===== src/rtl/i2c_seq_pkg.sv =====
// Shared constants and types for the I2C packet write sequencer.
// Register map and bit positions follow the OpenCores i2c_master_top register file.
package i2c_seq_pkg;

    // Core register addresses (CR and SR share address 4: write = CR, read = SR)
    localparam logic [2:0] ADR_PRERLO = 3'd0;
    localparam logic [2:0] ADR_PRERHI = 3'd1;
    localparam logic [2:0] ADR_CTR    = 3'd2;
    localparam logic [2:0] ADR_TXR    = 3'd3;
    localparam logic [2:0] ADR_CR     = 3'd4;
    localparam logic [2:0] ADR_SR     = 3'd4;

    // Command register bits
    localparam int unsigned CR_STA  = 7;
    localparam int unsigned CR_STO  = 6;
    localparam int unsigned CR_RD   = 5;
    localparam int unsigned CR_WR   = 4;
    localparam int unsigned CR_ACK  = 3;
    localparam int unsigned CR_IACK = 0;

    // Status register bits
    localparam int unsigned SR_RXACK = 7;
    localparam int unsigned SR_BUSY  = 6;
    localparam int unsigned SR_AL    = 5;
    localparam int unsigned SR_TIP   = 1;
    localparam int unsigned SR_IF    = 0;

    // err_code values
    localparam logic [1:0] ERR_NONE    = 2'b00;
    localparam logic [1:0] ERR_NACK    = 2'b01;
    localparam logic [1:0] ERR_ARB     = 2'b10;
    localparam logic [1:0] ERR_TIMEOUT = 2'b11;

    typedef enum logic [3:0] {
        StInitPl, StInitPh, StInitCtr, StIdle, StLdTxr, StLdCr, StWaitInt,
        StPoll, StIack, StChk, StStop, StErr, StFlush, StDone
    } state_e;

    typedef enum logic [1:0] {XfIdle, XfBusy, XfGap} xfer_state_e;

    typedef struct packed {
        logic       first;
        logic       last;
        logic [7:0] data;
    } fifo_entry_t;

    // Write-command byte for one data byte: WR always, STA on first, STO on last
    function automatic logic [7:0] cr_cmd(input logic first, input logic last);
        return (8'h01 << CR_WR) | (first ? (8'h01 << CR_STA) : 8'h00)
                                | (last  ? (8'h01 << CR_STO) : 8'h00);
    endfunction

endpackage


===== src/rtl/wb_single_xfer.sv =====
// One Wishbone single read or write with an ack timeout.
// Accepts req only when idle; stb/cyc drop on the edge that samples ack (or on timeout),
// followed by one guaranteed idle cycle before the next request is taken.
module wb_single_xfer
    import i2c_seq_pkg::*;
#(
    parameter int unsigned WB_TIMEOUT = 255
) (
    input  logic       clk,
    input  logic       rst_n,
    input  logic       req,
    input  logic [2:0] addr,
    input  logic [7:0] wdata,
    input  logic       we,
    output logic       ack,
    output logic [7:0] rdata,
    output logic       timeout,
    output logic [2:0] wb_adr_o,
    output logic [7:0] wb_dat_o,
    input  logic [7:0] wb_dat_i,
    output logic       wb_we_o,
    output logic       wb_stb_o,
    output logic       wb_cyc_o,
    input  logic       wb_ack_i
);

    localparam int unsigned CntW = $clog2(WB_TIMEOUT + 1);

    xfer_state_e     st_q, st_d;
    logic            stb_q, stb_d, we_q, we_d, ack_q, ack_d, to_q, to_d;
    logic [2:0]      adr_q, adr_d;
    logic [7:0]      dat_q, dat_d, rdata_q, rdata_d;
    logic [CntW-1:0] cnt_q, cnt_d;

    // Transfer state and bus registers
    always_ff @(posedge clk) begin
        if (!rst_n) begin
            st_q    <= XfIdle;
            stb_q   <= 1'b0;
            we_q    <= 1'b0;
            ack_q   <= 1'b0;
            to_q    <= 1'b0;
            adr_q   <= 3'd0;
            dat_q   <= 8'd0;
            rdata_q <= 8'd0;
            cnt_q   <= '0;
        end else begin
            st_q    <= st_d;
            stb_q   <= stb_d;
            we_q    <= we_d;
            ack_q   <= ack_d;
            to_q    <= to_d;
            adr_q   <= adr_d;
            dat_q   <= dat_d;
            rdata_q <= rdata_d;
            cnt_q   <= cnt_d;
        end
    end

    // Next-state: launch, wait for ack or timeout, then one gap cycle
    always_comb begin
        st_d    = st_q;
        stb_d   = stb_q;
        we_d    = we_q;
        adr_d   = adr_q;
        dat_d   = dat_q;
        rdata_d = rdata_q;
        cnt_d   = cnt_q;
        ack_d   = 1'b0;
        to_d    = 1'b0;
        case (st_q)
            XfIdle: begin
                if (req) begin
                    stb_d = 1'b1;
                    we_d  = we;
                    adr_d = addr;
                    dat_d = wdata;
                    cnt_d = '0;
                    st_d  = XfBusy;
                end
            end
            XfBusy: begin
                if (wb_ack_i) begin
                    stb_d   = 1'b0;
                    rdata_d = wb_dat_i;
                    ack_d   = 1'b1;
                    st_d    = XfGap;
                end else if (cnt_q == CntW'(WB_TIMEOUT - 1)) begin
                    stb_d = 1'b0;
                    to_d  = 1'b1;
                    st_d  = XfGap;
                end else begin
                    cnt_d = cnt_q + CntW'(1);
                end
            end
            XfGap:   st_d = XfIdle;
            default: st_d = XfIdle;
        endcase
    end

    assign ack      = ack_q;
    assign timeout  = to_q;
    assign rdata    = rdata_q;
    assign wb_adr_o = adr_q;
    assign wb_dat_o = dat_q;
    assign wb_we_o  = we_q;
    assign wb_stb_o = stb_q;
    assign wb_cyc_o = stb_q;

endmodule


===== src/rtl/i2c_tx_sequencer.sv =====
// Packet-level I2C write engine driving the Wishbone port of i2c_master_top.
// Bytes are queued in a small FIFO; each goes out as TXR write, CR write, then SR check.
// Optional I2C_INT_WAIT_EN: enable core interrupt, wait for wb_inta_i, read SR once and IACK.
module i2c_tx_sequencer
    import i2c_seq_pkg::*;
#(
    parameter logic [15:0] PRESCALE   = 16'h008F,
    parameter int unsigned FIFO_DEPTH = 8,
    parameter int unsigned WB_TIMEOUT = 255
) (
    input  logic       clk,
    input  logic       rst_n,
    input  logic       s_valid,
    output logic       s_ready,
    input  logic [7:0] s_data,
    input  logic       s_first,
    input  logic       s_last,
    output logic       busy,
    output logic       done,
    output logic       err,
    output logic [1:0] err_code,
    output logic [2:0] wb_adr_o,
    output logic [7:0] wb_dat_o,
    input  logic [7:0] wb_dat_i,
    output logic       wb_we_o,
    output logic       wb_stb_o,
    output logic       wb_cyc_o,
    input  logic       wb_ack_i,
    input  logic       wb_inta_i
);

    localparam int unsigned AW = $clog2(FIFO_DEPTH);
`ifdef I2C_INT_WAIT_EN
    localparam logic [7:0] CtrInit = 8'hC0;
`else
    localparam logic [7:0] CtrInit = 8'h80;
`endif

    state_e      state_q, state_d;
    fifo_entry_t cur_q, cur_d, head;
    fifo_entry_t mem_q [FIFO_DEPTH];
    logic [AW:0] wr_q, rd_q;
    logic [1:0]  err_code_q, err_code_d;
    logic        pkt_open_q, pkt_open_d, init_done_q, init_done_d;
    logic        push, pop, empty, full;
    logic        x_req, x_we, x_ack, x_timeout;
    logic [2:0]  x_addr;
    logic [7:0]  x_wdata, sr;
    logic        unused_inta, unused_sr;

    assign unused_inta = wb_inta_i;
    assign unused_sr   = ^sr;

    assign empty   = (wr_q == rd_q);
    assign full    = (wr_q[AW] != rd_q[AW]) && (wr_q[AW-1:0] == rd_q[AW-1:0]);
    assign head    = mem_q[rd_q[AW-1:0]];
    // A full FIFO still accepts a byte in the cycle the sequencer pops one
    assign s_ready = init_done_q && (!full || pop);
    assign push    = s_valid && s_ready;

    // FIFO storage (no reset needed, validity is tracked by the pointers)
    always_ff @(posedge clk) begin
        if (push) mem_q[wr_q[AW-1:0]] <= {s_first, s_last, s_data};
    end

    // FIFO pointers and sequencer state
    always_ff @(posedge clk) begin
        if (!rst_n) begin
            wr_q        <= '0;
            rd_q        <= '0;
            state_q     <= StInitPl;
            cur_q       <= '0;
            err_code_q  <= ERR_NONE;
            pkt_open_q  <= 1'b0;
            init_done_q <= 1'b0;
        end else begin
            if (push) wr_q <= wr_q + (AW + 1)'(1);
            if (pop)  rd_q <= rd_q + (AW + 1)'(1);
            state_q     <= state_d;
            cur_q       <= cur_d;
            err_code_q  <= err_code_d;
            pkt_open_q  <= pkt_open_d;
            init_done_q <= init_done_d;
        end
    end

    // Sequencer next-state and transfer requests
    always_comb begin
        state_d     = state_q;
        cur_d       = cur_q;
        err_code_d  = err_code_q;
        pkt_open_d  = pkt_open_q;
        init_done_d = init_done_q;
        pop         = 1'b0;
        x_req       = 1'b0;
        x_we        = 1'b1;
        x_addr      = ADR_CR;
        x_wdata     = 8'h00;
        case (state_q)
            StInitPl: begin
                x_req   = 1'b1;
                x_addr  = ADR_PRERLO;
                x_wdata = PRESCALE[7:0];
                if (x_ack) state_d = StInitPh;
            end
            StInitPh: begin
                x_req   = 1'b1;
                x_addr  = ADR_PRERHI;
                x_wdata = PRESCALE[15:8];
                if (x_ack) state_d = StInitCtr;
            end
            StInitCtr: begin
                x_req   = 1'b1;
                x_addr  = ADR_CTR;
                x_wdata = CtrInit;
                if (x_ack) begin
                    init_done_d = 1'b1;
                    state_d     = StIdle;
                end
            end
            StIdle: begin
                if (!empty) begin
                    pop = 1'b1;
                    // Orphan bytes (no open packet, not a first) are silently dropped
                    if (head.first || pkt_open_q) begin
                        cur_d   = head;
                        state_d = StLdTxr;
                        if (head.first) begin
                            pkt_open_d = 1'b1;
                            err_code_d = ERR_NONE;
                        end
                    end
                end
            end
            StLdTxr: begin
                x_req   = 1'b1;
                x_addr  = ADR_TXR;
                x_wdata = cur_q.data;
                if (x_ack) state_d = StLdCr;
            end
            StLdCr: begin
                x_req   = 1'b1;
                x_wdata = cr_cmd(cur_q.first, cur_q.last);
`ifdef I2C_INT_WAIT_EN
                if (x_ack) state_d = StWaitInt;
            end
            StWaitInt: begin
                if (wb_inta_i) state_d = StPoll;
`else
                if (x_ack) state_d = StPoll;
`endif
            end
            StPoll: begin
                x_req  = 1'b1;
                x_we   = 1'b0;
                x_addr = ADR_SR;
`ifdef I2C_INT_WAIT_EN
                if (x_ack) state_d = StIack;
            end
            StIack: begin
                // STOP rides along with the IACK when the byte was NACKed
                x_req   = 1'b1;
                x_wdata = (8'h01 << CR_IACK)
                        | ((sr[SR_RXACK] && !sr[SR_AL]) ? (8'h01 << CR_STO) : 8'h00);
                if (x_ack) state_d = StChk;
            end
            StChk: begin
                if (sr[SR_AL]) begin
                    err_code_d = ERR_ARB;
                    state_d    = StErr;
                end else if (sr[SR_RXACK]) begin
                    err_code_d = ERR_NACK;
                    state_d    = StErr;
                end else begin
                    state_d = cur_q.last ? StDone : StIdle;
                end
            end
`else
                if (x_ack) state_d = StChk;
            end
            StChk: begin
                if (sr[SR_TIP]) begin
                    state_d = StPoll;
                end else if (sr[SR_AL]) begin
                    err_code_d = ERR_ARB;
                    state_d    = StErr;
                end else if (sr[SR_RXACK]) begin
                    err_code_d = ERR_NACK;
                    state_d    = StStop;
                end else begin
                    state_d = cur_q.last ? StDone : StIdle;
                end
            end
`endif
            StStop: begin
                x_req   = 1'b1;
                x_wdata = 8'h01 << CR_STO;
                if (x_ack) state_d = StErr;
            end
            StErr: begin
                pkt_open_d = 1'b0;
                if (err_code_q == ERR_TIMEOUT) state_d = StInitPl;
                else if (cur_q.last)           state_d = StIdle;
                else                           state_d = StFlush;
            end
            StFlush: begin
                // Discard the rest of the aborted packet, waiting for its last byte
                if (!empty) begin
                    pop = 1'b1;
                    if (head.last) state_d = StIdle;
                end
            end
            StDone: begin
                pkt_open_d = 1'b0;
                state_d    = StIdle;
            end
            default: state_d = StInitPl;
        endcase
        // A dead bus aborts whatever is in flight and re-initialises the core
        if (x_timeout) begin
            err_code_d = ERR_TIMEOUT;
            state_d    = StErr;
        end
    end

    assign busy     = (state_q != StIdle) || (!empty && (pkt_open_q || head.first));
    assign done     = (state_q == StDone);
    assign err      = (state_q == StErr);
    assign err_code = err_code_q;

    wb_single_xfer #(
        .WB_TIMEOUT (WB_TIMEOUT)
    ) u_xfer (
        .clk      (clk),
        .rst_n    (rst_n),
        .req      (x_req),
        .addr     (x_addr),
        .wdata    (x_wdata),
        .we       (x_we),
        .ack      (x_ack),
        .rdata    (sr),
        .timeout  (x_timeout),
        .wb_adr_o (wb_adr_o),
        .wb_dat_o (wb_dat_o),
        .wb_dat_i (wb_dat_i),
        .wb_we_o  (wb_we_o),
        .wb_stb_o (wb_stb_o),
        .wb_cyc_o (wb_cyc_o),
        .wb_ack_i (wb_ack_i)
    );

endmodule


===== config.mk =====
export PLATFORM = sky130hd
export DESIGN_NAME = i2c_tx_sequencer
export DESIGN_NICKNAME = d
export VERILOG_FILES = /design/src/rtl/i2c_seq_pkg.sv /design/src/rtl/wb_single_xfer.sv /design/src/rtl/i2c_tx_sequencer.sv
export SDC_FILE = /design/constraint.sdc
export NUM_CORES = 1
export LEC_CHECK = 0
export ABC_CLOCK_PERIOD_IN_PS = 2700
export BUFFER_PORTS_ARGS = -buffer_cell sky130_fd_sc_hd__buf_2
export CAP_MARGIN = 10
export CORE_ASPECT_RATIO = 1.75
export CORE_MARGIN = 2
export CORE_UTILIZATION = 40
export DETAILED_ROUTE_END_ITERATION = 8
export GPL_ROUTABILITY_DRIVEN = 0
export SYNTH_ARGS = -nofsm -noshare
export SYNTH_HDL_FRONTEND = slang
export SYNTH_SLANG_ARGS = --single-unit
export TNS_END_PERCENT = 30

===== constraint.sdc =====
create_clock -name clk -period 2.7 [get_ports clk]
set_input_delay 0.675 -clock clk [delete_from_list [all_inputs] [get_ports clk]]
set_output_delay 0.675 -clock clk [all_outputs]
set_load 0.01 [all_outputs]

==> results, run 1 <==
- The worst pin sits at a relative slew slack of around 33%.
- Walking the worst path, the cells encountered are mux4_2, mux2_4, o21ai_1, nand2_1, buf_2.
- Buffers placed on the I/O ports in this run total 36.
- The area of the multi-input gates is 2120 µm².
- In this run the cell area of the synthesized design comes to 5810 µm².
- The share of async-settable or async-resettable flops after synthesis is 0%.
- The critical path startpoint category is a flip-flop.
- The number of levels in the clock H-tree is 4.
- For this run, design rule violations remaining after detail routing come to 0.
- The number of inserted filler cells in the final layout is 1271.
- The die extent in x is ~95 µm.
- The commonest register cell after synthesis is edfxtp_1.
- The region available for standard cell placement spans 14300 µm².
- The leakage power total is around 2.3 nW.
- The critical path data arrival time is approximately 1.9 ns.
- The end of the worst register-to-register path is state_q[3].
- The repair_antennas step left the layout with diodes totalling 0.
- The area of all sequential standard cells is 3550 µm².
- The hold path startpoint is u_xfer.wb_dat_o[7].
- The floorplan step defined a die boundary enclosing 15600 µm².
- The later-pin clock latency in the skew report is 0.41 ns.
- The min-delay analysis places its worst path in the category flip-flop to flip-flop.
- The total overflow reported by the global router is 0.
- The CTS tree is done.
- The number of sinks driven by the clock tree is between 100 and 150.
- On the worst path, the slowest cell contributes a delay of between 0.5 and 0.6 ns.
- The met2 track demand over resource in global routing is around 30%.
- Global routing consumed, on the met3 layer, 4.57% of the routing resources.
- For this run, global-route usage on met1 was measured as 18.2%.
- The worst path required time is roughly 2 ns.
- Static timing analysis puts the maximum clock frequency at 383 MHz.
- The number of synthesized register bits is 137.
- The maximum VDD drop is 458 µV.
- Entering global routing, the biggest net connects 33 pins.
- Counting I/O delays and the setup requirement, the final critical path takes 2.61 ns.
- In this run the register-to-register setup slack is about 0.44 ns.
- For the pin with the worst max-slew slack, the measured transition is between 1 and 1.5 ns.
- The clock buffer count from CTS is 17.
- The number of nets at the end of the flow is roughly 530.
- Clock-pin slew was measured on the worst setup and hold paths at ~0.060 ns.
- The largest fanout on the critical path is 4.
- The number of flops mapped to enable cells by yosys is 80.
- In this run, the number of DRC markers left after iteration 0 of detailed routing was between 150 and 200.
- The global-route usage over all layers is between 10% and 20%.
- In this run the remaining antenna-violating nets after routing total 0.
- Adding up every negative setup slack in the final design gives 0 ns.
- The depth of the worst register-to-register path is 6.
- Pin placement for this block handled 43 I/O pins.
- Setup repair after global routing left no endpoint under its margin.
- Once the floorplan was initialized, standard cells occupied 40.7% of the core.
- The total of endpoints with negative setup slack in the final report is 0.
- The number of hold buffers added after CTS is 0.
- The net count after synthesis is between 400 and 500.
- The flow ran to the end, and the final reports show no timing, DRC or antenna violations.
- Along the worst hold path, the cell count comes to 2.
- After global routing, the most crowded layer is met2.
- The wire-length estimate of the detail-placed layout is 8.23 mm.
- The final standard cell utilization of the core is between 40% and 50%.
- The number of max-slew violations in the final report is 0.
- The routed wire length per instance is ~17 µm.
- The detailed-routing iteration count for the pre-antenna-repair pass is 4.
- Dividing the final minimum period by the clock period gives 96.8%.
- The initial antenna violation count is 0.
- The cell count after synthesis came out at 452.
- Between clock sinks in the finished design, the worst skew comes to 0.00669 ns.
- The share of the Yosys chip area taken by registers is 60.9%.
- For this run, the number of Yosys warnings is 0.
- The worst setup path is captured at an output port.
- Measured along the y axis, the die boundary spans between 150 and 200 µm.
- After floorplanning, the core was divided into 58 placement rows.
- The first global-routing pass estimated slightly below 20 mm of wire.
- The number of hold-slack violations in the final timing report is 0.
- Averaged over all synthesized cells, the footprint is between 10 and 15 µm².
- The total number of vias is between 3k and 4k.
- The number of setup buffers added after CTS is 0.
- The maximum count of clock buffers along a single path is 2.
- Compared with the post-synthesis result, the final layout area differs by 17.8%.
- The total length of routed wires is between 10 and 15 mm.
- Dividing the detail-routed via count by the number of cells gives between 5 and 6.
- In the final layout, the share of cells above drive strength 1 is 22.4%.
- In this run, distinct cell masters in the synthesized netlist total 59.
- The number of global-route vias before repair is between 3k and 4k.
- The cell chosen for the clock root is clkbuf_16.
- Dividing total power by cell area gives a power density of between 800 and 900 nW/µm².
- The worst hold path terminates at u_xfer.wb_dat_o[7].
- The library cell contributing the largest single delay on the critical path is mux4_2.
- The kind of critical path is flip-flop to output port.
- The max-cap violation count is 0.
power breakdown:
| part | switching [mW] | internal (mW) |
|---|---|---|
| clock network | 0.920 | 1.28 |
| logic | 0.700 | 0.434 |
| registers | 0.114 | 2.32 |
layout make-up:
| class | count | area share (%) |
|---|---|---|
| Timing Repair Buffer | 60 | 5.26 |
| Tap cell | 180 | 3.29 |
| Inverter | 8 | 0.439 |
| Sequential cell | 137 | 51.8 |
| Multi-Input combinational cell | 280 | 30.9 |
| Clock buffer | 17 | 6.21 |
| Clock inverter | 15 | 2.05 |
how the worst max path moves through the flow:
stage          startpoint           to  cells after the start
2_1_floorplan  state_q[3]  mem_q[4][0]                      6
3_3_place_gp   state_q[0]  mem_q[7][0]                      4
3_5_place_dp   state_q[0]  mem_q[7][3]                      5
4_1_cts         flip-flop         busy                      5
5_1_grt         flip-flop         busy                      5
6_report        flip-flop         busy                      5
what timing repair did:
item / in CTS / in global routing
setup endpoints to repair: 2 / 1
pin swaps: 0 / 0
gates resized for setup: 6 / 2
kinds of logic (layout without fill, tap and decap cells):
| logic type | Yosys count | in the layout | share of synthesized area, % |
|---|---|---|---|
| flip-flops | 137 | 137 | 60.9 |
| AND/OR/NAND/NOR | 144 | 144 | 12.5 |
| XOR/XNOR | 10 | 10 | 1.51 |
| multiplexers | 37 | 37 | 11.3 |
| AO/OA/AOI/OAI | 85 | 85 | 10.0 |
| buffers and inverters | 35 | 100 | 2.84 |
| adder cells (fa/ha/maj) | 4 | 4 | 0.861 |
state kept, by name (all words and copies together) (netlist names), 2 cells and up, named ones only:
name,count
err_code,2
u_xfer.st_q,2
state_q,4
u_xfer.wb_adr_o,3
mem_q,80
wr_q,4
u_xfer.wb_dat_o,8
cur_q,10
rd_q,4
u_xfer.cnt_q,8
u_xfer.rdata,3
through the flow:
stage          worst slack [ns]  cells  total power [mW]  area, µm²  hold WS (ns)
2_1_floorplan             0.126    452              3.23       5820         0.448
3_3_place_gp              0.272    665              3.56       6270         0.438
3_5_place_dp              0.247    665              3.59       6270         0.447
4_1_cts                  0.0224    697              5.82       6850         0.456
5_1_grt                 0.00730    697              6.04       6850         0.476
6_report                 0.0856    697              5.77       6850         0.448
critical path, delay by kind of cell, from the launching register on:
kind | cells | cell delay (ns)
AOI/OAI and AO/OA | 1 | 0.12
buffers and inverters | 1 | 0.16
DFF | 1 | 0.37
muxes | 2 | 0.81
and+or+nand+nor | 1 | 0.07
synth_stat cells, drive strengths merged, types with 3 or more instances:
cell	instances	share of area, %
edfxtp	80	41
dfxtp	57	20
nor2	37	2.4
a21oi	33	2.8
nand2	29	1.9
mux4	20	8.3
nand3	20	1.7
mux2i	15	2.6
clkbuf	14	0.93
a211oi	13	1.8
buf	13	1.4
nand2b	11	1.2
nor3	9	0.77
o21ai	8	0.69
or3	8	0.86
inv	7	0.45
nor2b	7	0.75
xnor2	6	0.90
and3	4	0.43
ha	4	0.86
o22ai	4	0.43
o31ai	4	0.52
or4	4	0.52
xor2	4	0.60
a221oi	3	0.45
and2	3	0.32
nor4	3	0.32
per-layer routing:
| layer | vias up | part of all wire, % |
|---|---|---|
| li1 | 1826 | - |
| met5 | - | 0 |
| met3 | 18 | 2.7 |
| met4 | 0 | 2.3 |
| met2 | 69 | 55 |
| met1 | 1870 | 40 |
placed cells by master (no fill, tap or decap), types with 15 or more instances in the layout:
master,count
edfxtp_1,80
dfxtp_1,54
nor2_1,37
buf_2,36
a21oi_1,33
nand2_1,29
buf_4,24
nand3_1,20
clkbuf_16,17
mux2i_1,15
No activity file was read; power rests on OpenSTA's default activity.
==> run 2, diff against run 1 <==
--- a/config.mk
+++ b/config.mk
@@ -11,3 +11,2 @@
 export CORE_ASPECT_RATIO = 1.75
-export CORE_MARGIN = 2
 export CORE_UTILIZATION = 40
@@ -17,2 +16,3 @@
 export SYNTH_HDL_FRONTEND = slang
+export SYNTH_HIERARCHICAL = 1
 export SYNTH_SLANG_ARGS = --single-unit
==> constraint.sdc (replaced) <==
create_clock -name clk -period 2.7 [get_ports clk]
set_input_delay 0.27 -clock clk [delete_from_list [all_inputs] [get_ports clk]]
set_output_delay 0.27 -clock clk [all_outputs]
set_load 0.01 [all_outputs]
==> results, run 2 <==
- The flow ran to the end, and the final reports show no timing, DRC or antenna violations.
- The number of global-route vias before repair is ~3.8k.
- The critical path endpoint category is an output port.
- The worst hold path class is input pin to flip-flop.
- The number of sinks driven by the clock tree is between 100 and 150.
- The share of layout cells above drive strength 1 is 23.6%.
- Measured against its own limit, the worst slew margin works out to between 40% and 50%.
- The area of the placeable core is around 14000 µm².
- Counting the fill cells in the layout gives roughly 1.3k.
- The transition time of the tightest slew-check pin is between 0.8 and 0.9 ns.
- The initial antenna violation count is 0.
- The worst clock skew is slightly below 0.01 ns.
- The flop-to-flop setup slack is about 0.37 ns.
- Input and output buffers added on the ports amount to 36.
- The number of hold-slack violations in the final timing report came to 0.
- The routed layout has 3903 vias.
- The number of rows created at floorplan is 58.
- The total length of routed wires is approximately 13 mm.
- The pin count of the biggest net entering global routing is 25.
- The height of the die is around 160 µm.
- Buffers inserted to repair hold after CTS numbered 0.
- The worst register-to-register path has a depth of 5.
- Leaving out fill and tap cells, the most frequent cell in the layout is edfxtp_1.
- The max-cap violation count is 0.
- In the finished design, the share of the clock period the worst path needs comes to a little over nine tenths.
- The total of endpoints with negative setup slack in the final report is 0.
- The final antenna-violating net count is 0.
- The worst register-to-register path ends at mem_q[7][5].
- The final period demand of the worst path is between 2 and 3 ns.
- The wire length of the first global-routing pass is about 20 mm.
- The synthesized area is just under 6000 µm².
- Setup repair after global routing left no endpoint under its margin.
- The full die area is 15300 µm².
- The maximum VDD drop is ~420 µV.
- The number of levels in the clock H-tree is 4.
- The register with the most flip-flops in the layout has 80 of them.
- The worst hold margin is 0.109 ns.
- After technology mapping, the gate count stands at around 470.
- The number of max-slew violations in the final report is 0.
- The maximum count of clock buffers along a single path is 2.
- The non-filler instance count after layout is 709.
- The worst register-to-register path begins at wr_q[1].
- Measured on the finished design, the core utilization comes to between 40 and 50%.
- The floorplan step set the die width to 93.8 µm.
- The routed wire length per instance is ~18 µm.
- The critical path data arrival time is ~2.3 ns.
- The count of instances resized after the clock tree is built is 2.
- The post-placement cell count is approximately 680.
- The largest fanout on the critical path is 10.
- The DRC marker count from the first detailed-route iteration is around 130.
- The total power divided by cell area is 851 nW/µm².
- TritonCTS built the clock tree.
- The total overflow reported by the global router is 0.
- The endpoint of the most critical setup path is busy.
- The placement-stage cell area is 6330 µm².
- The antenna diode count is 0.
- The post-synthesis average cell area is roughly 13 µm².
- After detailed routing, the number of remaining DRC violations is 0.
- The worst path required time is 2.43 ns.
- By startpoint and endpoint, the worst setup path is classified as flip-flop to output port.
- Global routing consumed, over all layers together, approximately 17% of the routing resources.
- TritonCTS created 17 clock buffers.
- The final instance area is 6960 µm².
- The number of warnings reported in the yosys synthesis log is 6.
- The critical path startpoint category is a flip-flop.
- After clock tree synthesis, the clock-pin slew on the worst setup and hold paths is roughly 0.060 ns.
- The library cells used most frequently in the layout, excluding fill and tap cells, are edfxtp_1 (80), dfxtp_1 (56), nand2_1 (44).
- Compared with the post-synthesis result, the final layout area differs by 17.9%.
- In the routed layout, each cell is associated on average with a via count of 5.50.
- The net count after synthesis is around 500.
- The detailed-routing iteration count for the pre-antenna-repair pass is 4.
- The leakage power total is between 2 and 2.5 nW.
- The tree is rooted in a clkbuf_16.
- Derived from the worst setup path, the maximum achievable clock frequency is slightly below 400 MHz.
- The later-pin clock latency in the skew report is around 0.42 ns.
- The hold path startpoint is s_data[4].
- The number of nets at the end of the flow is between 500 and 600.
- The initial core utilization is between 40 and 50%.
- The HPWL after detailed placement is approximately 9 mm.
- The total power of the final layout is 5.92 mW.
- The post-CTS setup buffer count is 0.
- During I/O placement, the number of pins put on the boundary was 43.
==> run 2: cell types whose count changed in the layout (fill, tap and decap cells not counted), moves of 6 or more <==
cell and change:
nand2_1 +15, inv_1 +7, nor2_1 -6, mux2_2 +9, or3_1 -6
==> run 2: through the flow <==
step,setup TNS [ns],worst slack [ns]
2_1_floorplan,-2.33,-0.116
3_3_place_gp,0,0.288
3_5_place_dp,0,0.193
4_1_cts,0,0.0796
5_1_grt,0,0.00554
6_report,0,0.113
==> run 2: worst min-delay path by stage <==
stage	to	depth (start not counted)
detailed placement	u_xfer/wb_dat_o[7]	2
global route	mem_q[6][2]	1
finish	mem_q[2][4]	1
CTS	mem_q[7][4]	1
floorplan	mem_q[0][0]	0
global placement	u_xfer/wb_dat_o[5]	2
==> run 2: power by group <==
group | internal (mW) | switching (mW) | leakage [nW]
Sequential | 2.31 | 0.0694 | 1.18
Combinational | 0.411 | 0.706 | 0.959
Clock | 1.42 | 0.999 | 0.308
==> run 2: critical path, cell delays in order, from the launching register on <==
cell and delay, ns:
dfxtp_2 0.47, mux2_2 0.37, mux4_2 0.55, o22ai_2 0.30, inv_1 0.06, buf_2 0.14
==> run 2: area by class of cell <==
cell class	instances	area [µm²]	area share, %
inverter	15	56.3	0.809
timing repair buffer	57	338	4.86
tap	180	225	3.24
clock buffer	17	425	6.12
sequential	137	3540	51.0
clock inverter	15	196	2.82
multi-input combinational	288	2170	31.2
==> run 2: routing by layer <==
layer,track usage (%),up-vias,wire length [µm]
met4,7.76,0,267
met5,0,-,0
met3,3.45,21,419
li1,-,1861,-
met1,17.9,1928,4830
met2,33.2,93,7140
